==> src/rtl/file_ram_pkg.sv <==
// file_ram_pkg: shared defaults, special file addresses and FSM state
// encoding for the file register RAM.
package file_ram_pkg;

    localparam int unsigned DEPTH_DEF  = 32'd128;
    localparam int unsigned ADDR_W_DEF = 32'd7;
    localparam int unsigned DATA_W_DEF = 32'd8;

    // INDF: indirect data access, FSR: pointer used by INDF
    localparam logic [7:0] INDF_ADDR = 8'h00;
    localparam logic [7:0] FSR_ADDR  = 8'h04;

    typedef enum logic [1:0] {
        IDLE  = 2'd0,
        READY = 2'd1,
        WRITE = 2'd2
    } state_e;

    // True when a zero-extended file address maps to a physical register.
    function automatic logic addr_in_range(input logic [31:0] addr, input logic [31:0] depth);
        return (addr < depth);
    endfunction

endpackage

==> src/rtl/file_ram_ea.sv <==
// file_ram_ea: effective-address generation for the file register RAM.
// With FILE_RAM_INDIRECT_EN defined, address INDF resolves through the FSR
// contents; an FSR pointing at location 0 behaves as a void access.
// Without the macro the effective address is the instruction address.
// ea_oob flags accesses that must read as zero and must never be written.
module file_ram_ea
    import file_ram_pkg::*;
#(
    parameter int unsigned DEPTH  = DEPTH_DEF,
    parameter int unsigned ADDR_W = ADDR_W_DEF,
    parameter int unsigned DATA_W = DATA_W_DEF
) (
    input  logic [ADDR_W-1:0] address,
    input  logic [DATA_W-1:0] fsr,
    output logic [ADDR_W-1:0] ea,
    output logic              ea_oob
);

`ifdef FILE_RAM_INDIRECT_EN
    logic indf_s;

    // Resolve INDF through the FSR pointer, flag out-of-range and null pointers.
    always_comb begin
        indf_s = (address == ADDR_W'(INDF_ADDR));
        if (indf_s) begin
            ea = fsr[ADDR_W-1:0];
        end else begin
            ea = address;
        end
        ea_oob = !addr_in_range(32'(ea), DEPTH) ||
                 (indf_s && (ea == {ADDR_W{1'b0}}));
    end
`else
    logic unused_fsr_s;

    // Direct addressing only: the FSR value plays no part.
    always_comb begin
        ea           = address;
        ea_oob       = !addr_in_range(32'(address), DEPTH);
        unused_fsr_s = ^fsr;
    end
`endif

endmodule

==> src/rtl/file_ram.sv <==
// file_ram: phase-strobed file register RAM. A Q2 read strobe loads f from
// the addressed register, a Q4 write strobe (with writeEn) schedules a
// one-cycle commit of wdata. Sequence violations raise a sticky seq_err.
// Optional feature: define FILE_RAM_INDIRECT_EN for INDF/FSR indirection.
module file_ram
    import file_ram_pkg::*;
#(
    parameter int unsigned DEPTH  = DEPTH_DEF,
    parameter int unsigned ADDR_W = ADDR_W_DEF,
    parameter int unsigned DATA_W = DATA_W_DEF
) (
    input  logic              clk,
    input  logic              reset,
    input  logic              rd_phase,
    input  logic              wr_phase,
    input  logic [ADDR_W-1:0] address,
    input  logic              writeEn,
    input  logic [DATA_W-1:0] wdata,
    output logic [DATA_W-1:0] f,
    output logic              f_valid,
    output logic              seq_err
);

    logic [DATA_W-1:0] mem_r [DEPTH];

    state_e            state_r;
    state_e            state_s;

    logic [ADDR_W-1:0] wea_r;
    logic [DATA_W-1:0] wdata_r;
    logic              wvoid_r;
    logic [DATA_W-1:0] f_r;
    logic              f_valid_r;
    logic              seq_err_r;

    logic [ADDR_W-1:0] ea_s;
    logic              ea_oob_s;
    logic [DATA_W-1:0] fsr_s;
    logic              commit_s;
    logic              bypass_s;
    logic [DATA_W-1:0] read_val_s;
    logic              load_f_s;
    logic              capture_s;
    logic              err_set_s;

    // Commit, read bypass and FSR forwarding around the pending write.
    always_comb begin
        commit_s = (state_r == WRITE) && !wvoid_r;
        if (commit_s && (wea_r == ADDR_W'(FSR_ADDR))) begin
            fsr_s = wdata_r;
        end else begin
            fsr_s = mem_r[ADDR_W'(FSR_ADDR)];
        end
    end

    file_ram_ea #(
        .DEPTH  (DEPTH),
        .ADDR_W (ADDR_W),
        .DATA_W (DATA_W)
    ) u_ea (
        .address (address),
        .fsr     (fsr_s),
        .ea      (ea_s),
        .ea_oob  (ea_oob_s)
    );

    // Read data: zero for void accesses, the committing data on an address hit.
    always_comb begin
        bypass_s = commit_s && !ea_oob_s && (wea_r == ea_s);
        if (ea_oob_s) begin
            read_val_s = {DATA_W{1'b0}};
        end else if (bypass_s) begin
            read_val_s = wdata_r;
        end else begin
            read_val_s = mem_r[ea_s];
        end
    end

    // FSM state register.
    always_ff @(posedge clk or negedge reset) begin
        if (!reset) begin
            state_r <= IDLE;
        end else begin
            state_r <= state_s;
        end
    end

    // FSM next state; wr_phase always takes priority over rd_phase.
    always_comb begin
        state_s = state_r;
        case (state_r)
            IDLE: begin
                if (wr_phase) begin
                    state_s = IDLE;
                end else if (rd_phase) begin
                    state_s = READY;
                end else begin
                    state_s = IDLE;
                end
            end
            READY: begin
                if (wr_phase) begin
                    state_s = writeEn ? WRITE : IDLE;
                end else begin
                    state_s = READY;
                end
            end
            WRITE: begin
                if (wr_phase) begin
                    state_s = IDLE;
                end else if (rd_phase) begin
                    state_s = READY;
                end else begin
                    state_s = IDLE;
                end
            end
            default: begin
                state_s = IDLE;
            end
        endcase
    end

    // FSM action decode: f load, write capture and sequence-error detection.
    // A stray wr_phase during WRITE flags an error but the already captured
    // commit still completes this cycle.
    always_comb begin
        load_f_s  = 1'b0;
        capture_s = 1'b0;
        err_set_s = 1'b0;
        case (state_r)
            IDLE, WRITE: begin
                if (wr_phase) begin
                    err_set_s = 1'b1;
                end else if (rd_phase) begin
                    load_f_s = 1'b1;
                end else begin
                    load_f_s = 1'b0;
                end
            end
            READY: begin
                if (wr_phase) begin
                    capture_s = writeEn;
                    err_set_s = rd_phase;
                end else if (rd_phase) begin
                    err_set_s = 1'b1;
                    load_f_s  = 1'b1;
                end else begin
                    load_f_s = 1'b0;
                end
            end
            default: begin
                err_set_s = 1'b1;
            end
        endcase
    end

    // Output and write-capture registers.
    always_ff @(posedge clk or negedge reset) begin
        if (!reset) begin
            f_r       <= {DATA_W{1'b0}};
            f_valid_r <= 1'b0;
            seq_err_r <= 1'b0;
            wea_r     <= {ADDR_W{1'b0}};
            wdata_r   <= {DATA_W{1'b0}};
            wvoid_r   <= 1'b1;
        end else begin
            f_valid_r <= (state_s == READY);
            seq_err_r <= seq_err_r | err_set_s;
            if (load_f_s) begin
                f_r <= read_val_s;
            end
            if (capture_s) begin
                wea_r   <= ea_s;
                wdata_r <= wdata;
                wvoid_r <= ea_oob_s;
            end
        end
    end

    // Register file storage: cleared by reset, written only in the WRITE cycle.
    always_ff @(posedge clk or negedge reset) begin
        if (!reset) begin
            for (int i = 0; i < int'(DEPTH); i++) begin
                mem_r[i] <= {DATA_W{1'b0}};
            end
        end else if (commit_s) begin
            for (int i = 0; i < int'(DEPTH); i++) begin
                if (wea_r == ADDR_W'(i)) begin
                    mem_r[i] <= wdata_r;
                end
            end
        end
    end

    assign f       = f_r;
    assign f_valid = f_valid_r;
    assign seq_err = seq_err_r;

endmodule

==> config.mk <==
export PLATFORM = sky130hd
export DESIGN_NAME = file_ram
export DESIGN_NICKNAME = d
export VERILOG_FILES = /design/src/rtl/file_ram_pkg.sv /design/src/rtl/file_ram_ea.sv /design/src/rtl/file_ram.sv
export SDC_FILE = /design/constraint.sdc
export NUM_CORES = 2
export LEC_CHECK = 0
export ABC_AREA = 1
export BUFFER_PORTS_ARGS = -buffer_cell sky130_fd_sc_hd__buf_2
export CAP_MARGIN = 20
export CORE_UTILIZATION = 45
export DETAILED_ROUTE_END_ITERATION = 8
export PLACE_DENSITY = 0.71
export RECOVER_POWER = 25
export SLEW_MARGIN = 25
export SYNTH_ARGS = -nofsm -noshare
export SYNTH_HDL_FRONTEND = slang
export SYNTH_SLANG_ARGS = --single-unit
==> constraint.sdc <==
create_clock -name clk -period 2 [get_ports clk]
set_clock_uncertainty 0.1 [all_clocks]
set_input_delay 0 -clock clk [delete_from_list [all_inputs] [get_ports clk]]
set_output_delay 0 -clock clk [all_outputs]
set_load 0.02 [all_outputs]
* Word-level counts from Yosys, hierarchy flattened
Index checks and enable logic that the tools add are counted.
Storage, ports and cells: input port bits 20, bits in read-only memories 0, latch bits 0, bits in registers 1052, RAM bits 0, logic and storage cells 421, output and inout bits 10, memories 0
Operators by class: bitwise gates (word level) 2, multiplexer cells 17, reductions and logical operators 135, eq/ne operators 131, $add $sub $neg 0, multipliers 0, divide/modulo/power cells 0, shifts and indexed selects 0, magnitude comparators 1
Operators by type and width (count):
- 7-bit == test, second input constant | 64
- 2-bit AND reduction | 128
- 7-bit by 6-bit == test with 1-bit output, second input constant | 32
- 7-bit by 5-bit == test with 1-bit output, second input constant | 16
- 8-bit binary-select mux with 7-bit select | 1
- 7-bit by 4-bit == test with 1-bit output, second input constant | 8
- 7-bit by 3-bit == test with 1-bit output, second input constant | 4
- 8-bit two-way mux | 3
- 7-bit by 2-bit == test with 1-bit output, second input constant | 2
- 1-bit two-way mux | 9
- 8-bit >= comparator, second input constant | 1
- 7-bit NOT with 8-bit output | 1
- 7-bit by 1-bit == test with 1-bit output, second input constant | 1
- 7-bit == test | 1
- 7-bit zero test | 1
- 2-bit by 1-bit == test with 1-bit output, second input constant | 2
- 2-bit two-way mux | 2
- 2-bit one-hot mux with 2 select lines | 1
- 3-bit OR reduction | 1
- 2-bit == test, second input constant | 1
- 1-bit logical AND | 2
- 2-bit zero test | 1
- 1-bit one-hot mux with 2 select lines | 1
- 2-bit OR reduction | 1
- 2 further kinds | 2

* Logic depth before layout (Yosys ltp)
depth in word-level cells 5, gate-level depth with buffers 16, depth with buffers taken out 13

* By module
Synthesis repeated with hierarchy kept, for this count alone.
Unflattened totals: cell total of the unflattened synthesis 6051, area, all modules 47852.1 um^2
By module, submodules not included:
- file_ram | instances 1, area an instance 47788.3 um^2, cells each 6042, sequential area each 26326.5 um^2
- file_ram_ea | instances 1, area an instance 63.8 um^2, cells each 9, sequential area each 0.0 um^2

* Worst setup path before layout
Ideal clock, no wire load.
path kind reg-to-reg, start point register wvoid_r, end point register mem_r[503] (netlist name), path buffers 3, data arrival time 1.641 ns, data required time 1.766 ns, library setup time 0.134 ns, slack 0.124 ns, clock period less this slack 1.876 ns, stages on the path, launching flop included 9, cells stage by stage dfstp_2 inv_1 nand3_2 buf_4 buf_6 nor3_4 nand2_1 clkbuf_1 o21ai_0
Between the ends: cells in the longest elaborated chain, start to end 3
RTL lines:
- start, declared | RTL line file_ram.sv:31 | logic wvoid_r;
- start signal, assigned | RTL line file_ram.sv:175 | wvoid_r <= ea_oob_s;
- 1-bit zero test | RTL line file_ram.sv:48 | commit_s = (state_r == WRITE) && !wvoid_r;
- 1-bit logical AND | RTL line file_ram.sv:48
- 2-bit AND reduction (no source line)
- end signal, assigned by index | RTL line file_ram.sv:184 | mem_r[i] <= {DATA_W{1'b0}};
- end signal, assigned by index | RTL line file_ram.sv:189 | mem_r[i] <= wdata_r;
- end, declared | RTL line file_ram.sv:24 | logic [DATA_W-1:0] mem_r [DEPTH];
No other way between the ends. A chain may end at the register's enable or synchronous reset.

* Worst setup path after layout
start point input address[0], end point register f_r[6], in the netlist f[6]
Between the ends: cells in the longest elaborated chain, start to end 5, elaborated cells on any way between the ends 7, classes of those cells eq/ne: 1; mux: 4; bitwise: 1; reduce/logical: 1
RTL lines:
- start, declared | RTL line file_ram.sv:16 | input logic [ADDR_W-1:0] address,
- 7-bit NOT with 8-bit output (implied by the code) | RTL line file_ram.sv:75 | read_val_s = mem_r[ea_s];
- 8-bit binary-select mux with 7-bit select | RTL line file_ram.sv:75
- 8-bit two-way mux (implied by the code) (2 in a row) | RTL line file_ram.sv:75
- 8-bit two-way mux * | RTL line file_ram.sv:72 | end else if (bypass_s) begin
- end signal, assigned | RTL line file_ram.sv:160 | f_r <= {DATA_W{1'b0}};
- end signal, assigned | RTL line file_ram.sv:170 | f_r <= read_val_s;
- end, declared | RTL line file_ram.sv:32 | logic [DATA_W-1:0] f_r;
Every way passes the cells marked *; elsewhere a longest branch is shown, timed or not. The select of a mux whose other input is x is not followed.

==> reports/metrics.cfg <==
[status]
status = completed

[finish]
final_util_pct = 52.77
num-fill-cells = 9566
nNetsFinal = 6049
seq_area_um2 = 26330
area_delta_synth_final_pct = 16.01
drive_above_1_share_pct = 9.838
multiInputGateArea_um2 = 19540

[setup_path]
path_buf_inv = 5
worstPathCellList = dlygate4sd3_1 > buf_8 > clkinv_8 > buf_16 > buf_4 > nand2_1 > nand3_1 > nand3_1 > nand3_1 > nand2_1 > nand2_1 > nand3_1 > nand3_2 > nand3_1 > a21oi_1
end_kind = register
worstPathRequired_ns = 2.50
path_common_cell = nand3_1
crit_slowest_cell = dlygate4sd3_1
crit_path_start_kind = input pin
path_delay_family = buffers and inverters
critPathKind = input pin to register
cp.arrival_ns = 2.48
path_max_fanout = 26
cpPeakStageDelay_ns = 0.57

[detailed_routing]
drt_pre_antenna_iters = 8
drt_iter0_drc = 4773
wire_per_inst_um = 19.55
drcViolationCount = 0
postRouteAntennaNets = 0
wl_um = 146600
routed_via_density = 5.639
vias = 42300

[grt]
gr-usage-met2_pct = 42.00
grt_max_degree = 82
gr-max-usage-layer = met2
antenna_found_initial = 0
overflow = 0
grt_pass1_vias = 40300
grt_pass1_wl_um = 231600
use_met1_pct = 36.91
grt_use_total_pct = 27.11
grt_util_met3_pct = 6.109

[job]
maxCapViolations = 0

[cts]
clk_latency_ns = 0.72
htree_num_levels = 3
path_clk_slew_ns = 0.07
numCtsBuffers = 110
cts.sinks = 1052
cts_root_buf = clkbuf_16
cts_tree = yes
cts_buffer_depth = 3

[sta]
finalHoldViolCount = 0
setup_viol = 0
timing.slew.headroom_pct = 22.78
rsz0062_at_grt = true
fmax_ghz = 0.5050
finalCritPeriodShare_pct = 99.02
tightest_slew_ns = 1.158
slew_violations = 0
fin_crit_ns = 1.980
holdWs_ns = 0.1516

[pwr]
p_leak_nw = 24.82
p_seq_share_pct = 45.4
netSwitchingPower_mw = 13.74
pwr-share-clk_pct = 41.7
p_comb_share_pct = 12.9
ir_drop_mv = 0.6663
switching_share_pct = 28.04
p_int_mw = 35.24
p_total_mw = 48.98
pwr_density_cell_nw_per_um2 = 880.6

[synthesis]
synth_area_leaders = dfrtp_1 (55%), nand2_1 (18%), o21ai_0 (10%)
synth_top_cell_area_share_pct = 54.85
yosysWarnings = 0
ys_ff_latch = 1052
syn_inst = 5998
ys_types = 28
syn-cell-area_um2 = 47950
synth.net_count = 6018
avgSynthCellArea_um2 = 7.994
yosysSeqAreaShare_pct = 54.91
yosysTopAreaCell = dfrtp_1

[min_path]
hold_class = input pin to register

[floorplan]
die_area_um2 = 107900
die_w_um = 328.4
die_h_um = 328.4
core-area_um2 = 105400
io-pin-count = 30
start_util_pct = 45.48
num_rows = 119

[placed_design]
hpwlAfterDp_um = 91800
routabilityCongestion = 0.9151
io_buffer_count = 29

-- stage by stage --
stage               instance area (um^2)  setup slack (ns)  cells  setup TNS, ns
finish                             55620           0.01965   7502              0
global route                       55620          -0.01391   7500       -0.05211
CTS                                55610          0.003859   7498              0
detailed placement                 51690           -0.1335   7273         -1.081
global placement                   51690           -0.1542   7273        -0.7323
floorplan                          47950            0.1244   5998              0
-- path summary, 6_finish.rpt --
path	from	endpoint	slack, ns	depth (start not counted)
max	address[0]	f[6]$_DFFE_PN0P_	0.02	15
min	rd_phase	state_r[0]$_DFF_PN0_	0.15	4
max reg2reg	state_r[0]$_DFF_PN0_	mem_r[175]$_DFFE_PN0P_	0.07	9
min reg2reg	seq_err$_DFF_PN0_	seq_err$_DFF_PN0_	0.37	1
max in group asynchronous	reset	mem_r[789]$_DFFE_PN0P_	0.23	5
min in group asynchronous	reset	mem_r[343]$_DFFE_PN0P_	0.36	4
-- sequential cells by signal, indices dropped and copies added (netlist names) --
name,cells
wdata_r,8
wvoid_r,1
mem_r,1024
seq_err,1
f_valid,1
wea_r,7
f,8
state_r,2
-- routing by layer --
layer  part of all wire [%]  vias to the layer above
met1                     41                    20260
li1                       -                    19790
met4                    4.0                        0
met3                    9.3                      386
met2                     45                     1864
met5                      0                        -
-- final cells by class --
cell class	count	share of cell area [%]
sequential	1052	47.34
multi-input combinational	4425	35.12
timing repair buffer	398	7.632
clock buffer	158	5.689
tap	1391	3.129
clock inverter	34	0.7131
inverter	42	0.3644
antenna	2	0.008998
-- timing repair --
item                                   in CTS  in global routing
cloned                                      0                  1
hold buffers                               31                  0
setup buffers                               2                  1
pin swaps                                   3                  3
endpoints found under the hold margin    1080                  0
setup endpoints to repair                  60                398
resized for setup                           7                 39
-- placed cells by master, fill, tap and decap left out, types with 13 or more instances in the layout --
master / n
clkbuf_16: 112
buf_12: 96
dfrtp_1: 1047
nor2_1: 32
clkbuf_1: 41
nand3_1: 934
nor3_4: 13
o21ai_0: 1004
dlygate4sd3_1: 30
nand2_1: 2336
clkinv_2: 17
inv_1: 20
buf_4: 210
o21ai_1: 43
buf_2: 26
clkbuf_8: 22
-- synthesized netlist by cell type, drive strengths merged --
cell / instances
nand2: 2358
or2: 1
nor3b: 1
o21ai: 1047
xnor2: 2
dfrtp: 1051
inv: 41
nand3: 942
a21oi: 7
clkbuf: 351
nor2: 35
clkinv: 1
dfstp: 1
nor3: 24
nand4: 3
buf: 128
xor2: 3
a211oi: 2
-- worst reg2reg max path: cells and delay by family, from the launching register on --
family	cells	cell delay [ns]
buf+inv	4	0.68
simple gates	4	0.50
flops	1	0.41
compound gates	1	0.09
-- power groups by stage --
stage          sequential (mW)  clock [mW]  combinational [mW]
2_1_floorplan             22.5           0                2.98
3_5_place_dp              22.6           0                6.11
5_1_grt                   22.3        21.5                6.70
4_1_cts                   22.2        20.7                6.19
3_3_place_gp              22.6           0                6.07
6_report                  22.2        20.4                6.31
-- logic make-up after synthesis --
group           Yosys count  synth area share, %
compound gates         1056                11.03
xor+xnor                  5              0.09135
buf+inv                 521                4.535
flops                  1052                54.91
simple gates           3364                29.43
Power figures use the tool's default switching activity.
